[src/rtl/booth_mult_seq_pkg.sv]
// Shared definitions for the radix-4 Booth sequential multiplier:
// default width, FSM state codes, Booth select encoding and helpers.
package booth_mult_seq_pkg;

   localparam int WIDTH_DEF = 32;

   localparam logic [1:0] ST_IDLE = 2'd0;
   localparam logic [1:0] ST_RUN  = 2'd1;
   localparam logic [1:0] ST_DONE = 2'd2;

   typedef enum logic [2:0] {
      SEL_ZERO = 3'd0,
      SEL_PM   = 3'd1,
      SEL_P2M  = 3'd2,
      SEL_NM   = 3'd3,
      SEL_N2M  = 3'd4
   } booth_sel_e;

   function automatic int cnt_width(input int w);
      return $clog2(w / 2) + 1;
   endfunction

   // Overlapping triplet {b[i+1], b[i], b[i-1]} -> signed digit in {-2..+2}
   function automatic booth_sel_e booth_decode(input logic [2:0] trip);
      booth_sel_e sel;
      case (trip)
         3'b001, 3'b010: sel = SEL_PM;
         3'b011:         sel = SEL_P2M;
         3'b100:         sel = SEL_N2M;
         3'b101, 3'b110: sel = SEL_NM;
         default:        sel = SEL_ZERO;
      endcase
      return sel;
   endfunction

endpackage

[src/rtl/booth_mult_seq_cla_wide.sv]
// (WIDTH+2)-bit adder: 8-bit CLA slices whose group generate/propagate
// terms drive a slice-level lookahead carry chain, plus a 2-bit top extension.
module cla_wide
   import booth_mult_seq_pkg::*;
#(
   parameter int WIDTH = WIDTH_DEF
) (
   input  logic [WIDTH+1:0] a,
   input  logic [WIDTH+1:0] b,
   input  logic             c0,
   output logic [WIDTH+1:0] sum
);

   localparam int NSL = WIDTH / 8;

   logic [NSL-1:0] grp_g;
   logic [NSL-1:0] grp_p;
   logic [NSL:0]   carry;

   // Slice carries depend only on group G/P, never on another slice's ripple
   always_comb begin
      carry[0] = c0;
      for (int s = 0; s < NSL; s++)
         carry[s+1] = grp_g[s] | (grp_p[s] & carry[s]);
   end

   for (genvar s = 0; s < NSL; s++) begin : g_slice
      logic [7:0] g;
      logic [7:0] p;
      logic [7:0] sl;
      logic       gacc;
      logic       cy;

      assign g = a[s*8 +: 8] & b[s*8 +: 8];
      assign p = a[s*8 +: 8] ^ b[s*8 +: 8];

      always_comb begin
         gacc = 1'b0;
         for (int i = 0; i < 8; i++)
            gacc = g[i] | (p[i] & gacc);
      end

      always_comb begin
         cy = carry[s];
         sl = '0;
         for (int i = 0; i < 8; i++) begin
            sl[i] = p[i] ^ cy;
            cy    = g[i] | (p[i] & cy);
         end
      end

      assign grp_g[s]       = gacc;
      assign grp_p[s]       = &p;
      assign sum[s*8 +: 8]  = sl;
   end

   assign sum[WIDTH+1:WIDTH] = a[WIDTH+1:WIDTH] + b[WIDTH+1:WIDTH] + {1'b0, carry[NSL]};

endmodule

[src/rtl/booth_mult_seq.sv]
// Radix-4 Booth sequential signed multiplier with start/ready handshake.
// Optional BOOTH_MULT_EARLY_ZERO_EN: a zero operand skips RUN entirely.
module booth_mult_seq
   import booth_mult_seq_pkg::*;
#(
   parameter int WIDTH = WIDTH_DEF
) (
   input  logic             clock,
   input  logic             reset,
   input  logic [WIDTH-1:0] data_operandA,
   input  logic [WIDTH-1:0] data_operandB,
   input  logic             ctrl_MULT,
   output logic [WIDTH-1:0] data_result,
   output logic             data_exception,
   output logic             data_resultRDY
);

   localparam int AW = WIDTH + 2;
   localparam int PW = 2 * WIDTH + 3;
   localparam int CW = cnt_width(WIDTH);
   localparam logic [CW-1:0] LAST = CW'(WIDTH / 2 - 1);

   logic [1:0]    state;
   logic [AW-1:0] m;
   logic [PW-1:0] p;
   logic [CW-1:0] cnt;

   booth_sel_e    sel;
   logic [AW-1:0] addend;
   logic          c_in;
   logic [AW-1:0] acc_sum;
   logic [PW-1:0] p_shift;
   logic          start_zero;
   logic          ovf;

   always_comb begin
      sel    = booth_decode(p[2:0]);
      addend = '0;
      c_in   = 1'b0;
      case (sel)
         SEL_PM:  addend = m;
         SEL_P2M: addend = {m[AW-2:0], 1'b0};
         SEL_NM:  begin addend = ~m;                 c_in = 1'b1; end
         SEL_N2M: begin addend = ~{m[AW-2:0], 1'b0}; c_in = 1'b1; end
         default: addend = '0;
      endcase
   end

   cla_wide #(.WIDTH(WIDTH)) u_add (
      .a   (p[PW-1 -: AW]),
      .b   (addend),
      .c0  (c_in),
      .sum (acc_sum)
   );

   assign p_shift = {{2{acc_sum[AW-1]}}, acc_sum, p[WIDTH:2]};

   // Product sits in p[2W:1]; it fits in WIDTH signed bits iff p[2W:W] is uniform
   assign ovf = ~((&p[2*WIDTH:WIDTH]) | ~(|p[2*WIDTH:WIDTH]));

`ifdef BOOTH_MULT_EARLY_ZERO_EN
   assign start_zero = (data_operandA == '0) || (data_operandB == '0);
`else
   assign start_zero = 1'b0;
`endif

   always_ff @(posedge clock) begin
      if (!reset) begin
         state          <= ST_IDLE;
         m              <= '0;
         p              <= '0;
         cnt            <= '0;
         data_result    <= '0;
         data_exception <= 1'b0;
         data_resultRDY <= 1'b0;
      end else begin
         data_resultRDY <= 1'b0;
         if (ctrl_MULT) begin
            // A start in any state discards whatever was in flight
            m   <= {{2{data_operandA[WIDTH-1]}}, data_operandA};
            cnt <= '0;
            if (start_zero) begin
               p     <= '0;
               state <= ST_DONE;
            end else begin
               p     <= {{AW{1'b0}}, data_operandB, 1'b0};
               state <= ST_RUN;
            end
         end else begin
            case (state)
               ST_RUN: begin
                  p   <= p_shift;
                  cnt <= cnt + CW'(1);
                  if (cnt == LAST)
                     state <= ST_DONE;
               end
               ST_DONE: begin
                  data_result    <= p[WIDTH:1];
                  data_exception <= ovf;
                  data_resultRDY <= 1'b1;
                  state          <= ST_IDLE;
               end
               default: state <= ST_IDLE;
            endcase
         end
      end
   end

endmodule

[config.mk]
export PLATFORM = sky130hd
export DESIGN_NAME = booth_mult_seq
export DESIGN_NICKNAME = d
export VERILOG_FILES = /design/src/rtl/booth_mult_seq_pkg.sv /design/src/rtl/booth_mult_seq_cla_wide.sv /design/src/rtl/booth_mult_seq.sv
export SDC_FILE = /design/constraint.sdc
export NUM_CORES = 1
export LEC_CHECK = 0
export ABC_AREA = 1
export CORE_MARGIN = 5
export CORE_UTILIZATION = 45
export CTS_CLUSTER_DIAMETER = 30
export DETAILED_ROUTE_END_ITERATION = 16
export GPL_ROUTABILITY_DRIVEN = 0
export GPL_TIMING_DRIVEN = 0
export PLACE_DENSITY = 0.68
export SLEW_MARGIN = 20
export SYNTH_ARGS = -nofsm -noshare
export SYNTH_HDL_FRONTEND = slang
export SYNTH_SLANG_ARGS = --single-unit
[constraint.sdc]
create_clock -name clock -period 12.5 [get_ports clock]
set_input_delay 3.125 -clock clock [delete_from_list [all_inputs] [get_ports clock]]
set_output_delay 3.125 -clock clock [all_outputs]
set_load 0.01 [all_outputs]
# After elaboration in Yosys (flattened, before gate mapping)
# Index checks and enable logic that the tools add are counted.
[totals] ff_bits=138 out_inout_bits=34 word_cells=216
[classes] add_sub_neg=3 n_eq_ne=14 muxes=9 bitwise=168 n_reduce_logical=13
[ops] op="$pmux W34 S4" count=1
[ops] op="$not A34 Y34" count=2
[ops] op="$mux W33" count=2
[ops] op="$or A1 B1 Y1" count=61
[ops] op="$and A1 B1 Y1" count=60
[ops] op="$reduce_and A33 Y1" count=1
[ops] op="$reduce_or A33 Y1" count=1
[ops] op="$and A8 B8 Y8" count=4
[ops] op="$reduce_and A8 Y1" count=4
[ops] op="$xor A1 B1 Y1" count=32
[ops] op="$xor A8 B8 Y8" count=4
[ops] op="$eq A3 B2 Y1 const B" count=4
[ops] op="$eq A3 B3 Y1 const B" count=4
[ops] op="$pmux W3 S4" count=1
[ops] op="$reduce_or A2 Y1" count=4
[ops] op="$eq A3 B1 Y1 const B" count=2
[ops] op="$add A5 B1 Y5 const B" count=1
[ops] op="$eq A5 B4 Y1 const B" count=1
[ops] op="$mux W1" count=5
[ops] op="$not A1 Y1" count=5
[ops] op="$ne A3 B3 Y1 const B" count=1
[ops] op="$reduce_or A3 Y1" count=1
[ops] op="$add A2 B1 Y2" count=1
[ops] op="$add A2 B2 Y2" count=1
[ops] op="other kinds (4)" count=4

# Longest topological paths before layout
[logic_depth] depth_word=40 depth_mapped=31

# By module
# Synthesis repeated with hierarchy kept, for this count alone.
[hier_totals] hier_cells=1002 area_unflattened_um2=7457.2
[by_module_without_submodules] module="booth_mult_seq" n_inst=1 cells_each=863 area_each_um2=6080.8 seq_area_each_um2=2762.6
[by_module_without_submodules] module="cla_wide" n_inst=1 cells_each=139 area_each_um2=1376.3 seq_area_each_um2=0.0

# Worst setup path before layout
# No wires, ideal clock.
[synth_timing] kind="reg-to-reg" start="register p[2]" end="register p[61]" t_arrival_ps=5432 required_ps=12384 slack_ps=6952 path_stages_with_launch=25 n_path_buf=1 period_less_slack_ps=5548 cell_sequence="dfxtp_1 > inv_1 > nand3_1 > nand2_1 > clkbuf_1 > a22oi_1 > o221ai_1 > ha_1 > a21oi_1 > a21oi_1 > o21ai_0 > nand3b_1 > a21oi_1 > nand2_2 > nand2_2 > nand2_2 > fa_1 > fa_1 > fa_1 > fa_1 > fa_1 > fa_1 > fa_1 > o21ai_0 > nor2_1"
[synth_via] elab_chain_cells=38 word_cells_on_any_way=88 classes_between="eq/ne (10); mux (3); bitwise (69); reduce/logical (6)"
[synth_lines] item="from (decl)" line="booth_mult_seq.sv:25" rtl="logic [PW-1:0] p;"
[synth_lines] item="from (signal assigned)" line="booth_mult_seq.sv:86" rtl="p <= {{AW{1'b0}}, data_operandB, 1'b0};"
[synth_lines] item="from (signal assigned)" line="booth_mult_seq.sv:92" rtl="p <= p_shift;"
[synth_lines] item="$eq A3 B3 Y1 (tied with other cells)" line="booth_mult_seq_pkg.sv:26" rtl="case (trip)"
[synth_lines] item="$reduce_or A2 Y1" line="booth_mult_seq_pkg.sv:26"
[synth_lines] item="$pmux W3 S4 (*)" line="booth_mult_seq_pkg.sv:26"
[synth_lines] item="$eq A3 B3 Y1 (tied with other cells)" line="booth_mult_seq.sv:40" rtl="case (sel)"
[synth_lines] item="$pmux W34 S4" line="booth_mult_seq.sv:40"
[synth_lines] item="$xor A8 B8 Y8 or $and A8 B8 Y8 (tied branches)" line="booth_mult_seq_cla_wide.sv:35, booth_mult_seq_cla_wide.sv:34"
[synth_lines] item="$and A1 B1 Y1" line="booth_mult_seq_cla_wide.sv:40" rtl="gacc = g[i] | (p[i] & gacc);"
[synth_lines] item="$or A1 B1 Y1" line="booth_mult_seq_cla_wide.sv:40"
[synth_lines] item="[... 23 more ...]"
[synth_lines] item="$and A1 B1 Y1" line="booth_mult_seq_cla_wide.sv:48" rtl="cy = g[i] | (p[i] & cy);"
[synth_lines] item="$or A1 B1 Y1" line="booth_mult_seq_cla_wide.sv:48"
[synth_lines] item="$and A1 B1 Y1" line="booth_mult_seq_cla_wide.sv:48"
[synth_lines] item="$or A1 B1 Y1" line="booth_mult_seq_cla_wide.sv:48"
[synth_lines] item="$and A1 B1 Y1" line="booth_mult_seq_cla_wide.sv:48"
[synth_lines] item="$or A1 B1 Y1" line="booth_mult_seq_cla_wide.sv:48"
[synth_lines] item="$xor A1 B1 Y1 (*)" line="booth_mult_seq_cla_wide.sv:47" rtl="sl[i] = p[i] ^ cy;"
[synth_lines] item="named net acc_sum[30]" line="booth_mult_seq.sv:31" rtl="logic [AW-1:0] acc_sum;"
# The timed path passes the listed nets; every way through them passes the cells marked *.
# A chain may end at the register's enable or synchronous reset.

# Worst setup path after layout
[layout_timing] start="register p[2]" end="register p[62]"
[layout_via] elab_chain_cells=40 word_cells_on_any_way=90 classes_between="eq/ne (10); mux (3); bitwise (71); reduce/logical (6)"
[layout_lines] item="$eq A3 B3 Y1 (tied with other cells)" line="booth_mult_seq_pkg.sv:26"
[layout_lines] item="$reduce_or A2 Y1" line="booth_mult_seq_pkg.sv:26"
[layout_lines] item="$pmux W3 S4 (*)" line="booth_mult_seq_pkg.sv:26"
[layout_lines] item="$eq A3 B3 Y1 (tied with other cells)" line="booth_mult_seq.sv:40"
[layout_lines] item="$pmux W34 S4" line="booth_mult_seq.sv:40"
[layout_lines] item="$xor A8 B8 Y8 or $and A8 B8 Y8 (tied branches)" line="booth_mult_seq_cla_wide.sv:35, booth_mult_seq_cla_wide.sv:34"
[layout_lines] item="$and A1 B1 Y1" line="booth_mult_seq_cla_wide.sv:40"
[layout_lines] item="$or A1 B1 Y1" line="booth_mult_seq_cla_wide.sv:40"
[layout_lines] item="[... 24 more ...]"
[layout_lines] item="$or A1 B1 Y1" line="booth_mult_seq_cla_wide.sv:48"
[layout_lines] item="$and A1 B1 Y1" line="booth_mult_seq_cla_wide.sv:48"
[layout_lines] item="$or A1 B1 Y1" line="booth_mult_seq_cla_wide.sv:48"
[layout_lines] item="$and A1 B1 Y1" line="booth_mult_seq_cla_wide.sv:48"
[layout_lines] item="$or A1 B1 Y1" line="booth_mult_seq_cla_wide.sv:48"
[layout_lines] item="$and A1 B1 Y1" line="booth_mult_seq_cla_wide.sv:48"
[layout_lines] item="$or A1 B1 Y1" line="booth_mult_seq_cla_wide.sv:48"
[layout_lines] item="$xor A1 B1 Y1 (*)" line="booth_mult_seq_cla_wide.sv:47"
# Mark *: on every way between the ends. The rest lies on a longest branch, timed or not.

==> flow_summary.json <==
{
  "dieArea_um2": 19000,
  "cts_resized": 0,
  "synth_enable_flop_cells": 0,
  "cts_tree": "built",
  "post-route-drc-count": 0,
  "tightest_slew_ps": 676,
  "drt_wl_total_um": 21800,
  "area_delta_synth_final_pct": 25.3,
  "ant_nets": 0,
  "cts_root_buf": "clkbuf_16",
  "die_y_um": 138,
  "met2_usage_pct": 37.9,
  "mostFrequentLayoutCell": "o21ai_0",
  "cp_max_fo": 10,
  "grt.overflow.total": 0,
  "period_minus_slack_ps": 6300,
  "met1_usage_pct": 31.9,
  "fin_nets": 1195,
  "drv_cap": 0,
  "grt_setup_unrepaired": "false",
  "drt_iter0_markers": 485,
  "track_usage_pct": 23.9,
  "grt_pass1_vias": 6819,
  "synthCells": 946,
  "num_rows": 46,
  "p_leak_uw": 0.00391,
  "layout-drive-gt1-share_pct": 4.83,
  "antenna_found_initial": 0,
  "ir_worst_vdd_v": 0.0000991,
  "power_density_nw_per_um2": 124,
  "setup-tns-final_ps": 0,
  "hold_buffers": 0,
  "cp-start-kind": "flip-flop",
  "synth_area_per_cell_um2": 7.76,
  "grt_max_degree": 17,
  "wl_per_cell_um": 16.9,
  "grt_first_pass_wirelength_um": 35500,
  "worstPathArrival_ps": 6580,
  "max_freq_mhz": 159,
  "multi_input_area_um2": 3950,
  "initial_utilization_pct": 46.1,
  "drv_slew": 0,
  "ys.flop_type": "dfxtp_1",
  "hpwl_um": 15900,
  "synth_warnings": 0,
  "maxSlewHeadroom_pct": 54.9,
  "cts.htree.levels": 4,
  "synthArstFlopShare_pct": 0,
  "via_count": 6988,
  "dr.pass1.iters": 5,
  "syn_area_um2": 7340,
  "die_x_um": 138,
  "io_buffer_count": 99,
  "status": "completed",
  "antenna_cells": 0,
  "critPathKind": "reg -> reg",
  "crit_required_ps": 12780,
  "synth_nets": 1077,
  "via_per_inst": 5.41,
  "synth-seq-cells": 138,
  "setup_violations": 0,
  "end_kind": "flip-flop",
  "coreArea_um2": 15900,
  "grt.busiest_layer": "met2",
  "layout.filler_cells": 1501,
  "hold_viol": 0,
  "seq_area_frac_synth_pct": 37.6,
  "use_met3_pct": 6.65,
  "clkSlewWorstSetupHoldPaths_ps": 60,
  "post-route-period-util_pct": 50.4,
  "fin_area_um2": 9200,
  "clock_latency_ps": 430,
  "mostFrequentLayoutCells": "148 x o21ai_0, 138 x dfxtp_1, 113 x nor2_1, 104 x inv_1, 99 x clkdlybuf4s50_1",
  "hold_path_class": "reg -> reg",
  "dpl_cell_area_um2": 8600,
  "cts_buffers": 17,
  "cts_buffer_depth": 2,
  "regArea_um2": 2760,
  "synth_cell_types": 29,
  "cts_sinks": 138,
  "post_cts_buffers": 0,
  "io_pins": 101,
  "clock-skew-final_ps": 9.50
}
## registers in the layout, summed over array words and instances (netlist names)
| register | cells |
|---|---|
| m | 32 |
| p | 65 |
| cnt | 5 |
| data_resultRDY | 1 |
| data_result | 32 |
| data_exception | 1 |
| state | 2 |
## synth_stat cells, types with 7 or more instances
cell type    n  share of area (%)
a21oi_1     49                3.3
nor4_1       7               0.60
nor3_1      26                1.8
clkbuf_1    41                2.1
nand3_1     45                3.1
o211ai_1    20                2.0
nand4_1     11               0.94
dfxtp_1    138                 38
o21ai_0    148                 10
nand2_1     94                4.8
ha_1        34                5.8
o221ai_1    23                2.7
buf_2       12               0.82
nor2_1     113                5.8
fa_1        30                8.2
a22oi_1     23                2.4
inv_1      104                5.3
## final timing paths
| kind | to | cells after the start | startpoint | slack (ps) |
|---|---|---|---|---|
| min reg2reg | cnt[3] | 2 | cnt[3] | 470 |
| max | p[62] | 24 | p[2] | 6200 |
| max reg2reg | p[62] | 24 | p[2] | 6200 |
| min | cnt[3] | 2 | cnt[3] | 470 |
## layout make-up
class | count | share of cell area, %
clock inverter | 13 | 1.70
inverter | 105 | 4.31
clock buffer | 18 | 4.77
tap | 216 | 2.94
timing repair buffer | 99 | 10.8
buffer | 58 | 2.53
sequential | 138 | 30.0
multi-input combinational | 645 | 42.9
## through the flow
stage	utilization [%]	power [uW]	std cells	setup slack (ps)	hold WS (ps)
finish	57.7	1140	1292	6200	472
global route	57.7	1190	1292	5790	503
CTS	57.7	1150	1292	6180	470
detailed placement	54.0	635	1261	6220	462
global placement	54.0	634	1261	6300	459
floorplan	-	575	946	6950	440
## power by group
part	leakage (uW)	switching, uW	total, uW	internal [uW]
clock network	0.000286	212	515	303
registers	0.00113	19.8	478	458
logic	0.00249	89.2	151	61.6
total	0.00391	321	1140	823
## logic make-up after synthesis
family | after synthesis | share of synthesized area, %
DFF | 138 | 37.6
adders and majority gates | 64 | 14.0
and+or+nand+nor | 305 | 17.9
xor gates and xnor gates | 4 | 0.477
buffers and inverters | 163 | 8.57
AOI/OAI and AO/OA | 272 | 21.5
## routing by layer
layer / part of all wire, % / vias to the layer above
li1: - / 3467
met1: 46 / 3291
met2: 46 / 198
met3: 6.3 / 32
met4: 2.0 / 0
met5: 0 / -
## critical path, cell delays in order (launching register included)
cell,delay (ps)
dfxtp_1,420
inv_1,140
nand3_1,110
nand2_1,210
clkbuf_1,320
a22oi_1,230
o221ai_1,200
ha_1,370
a21oi_1,150
a21oi_1,70
o21ai_0,180
nand3b_1,100
a21oi_1,160
nand2_2,100
nand2_2,80
nand2_2,70
fa_1,420
fa_1,430
fa_1,420
fa_1,420
fa_1,430
fa_1,430
fa_1,420
xnor2_1,180
a21oi_1,90
No activity file was read; power rests on OpenSTA's default activity.
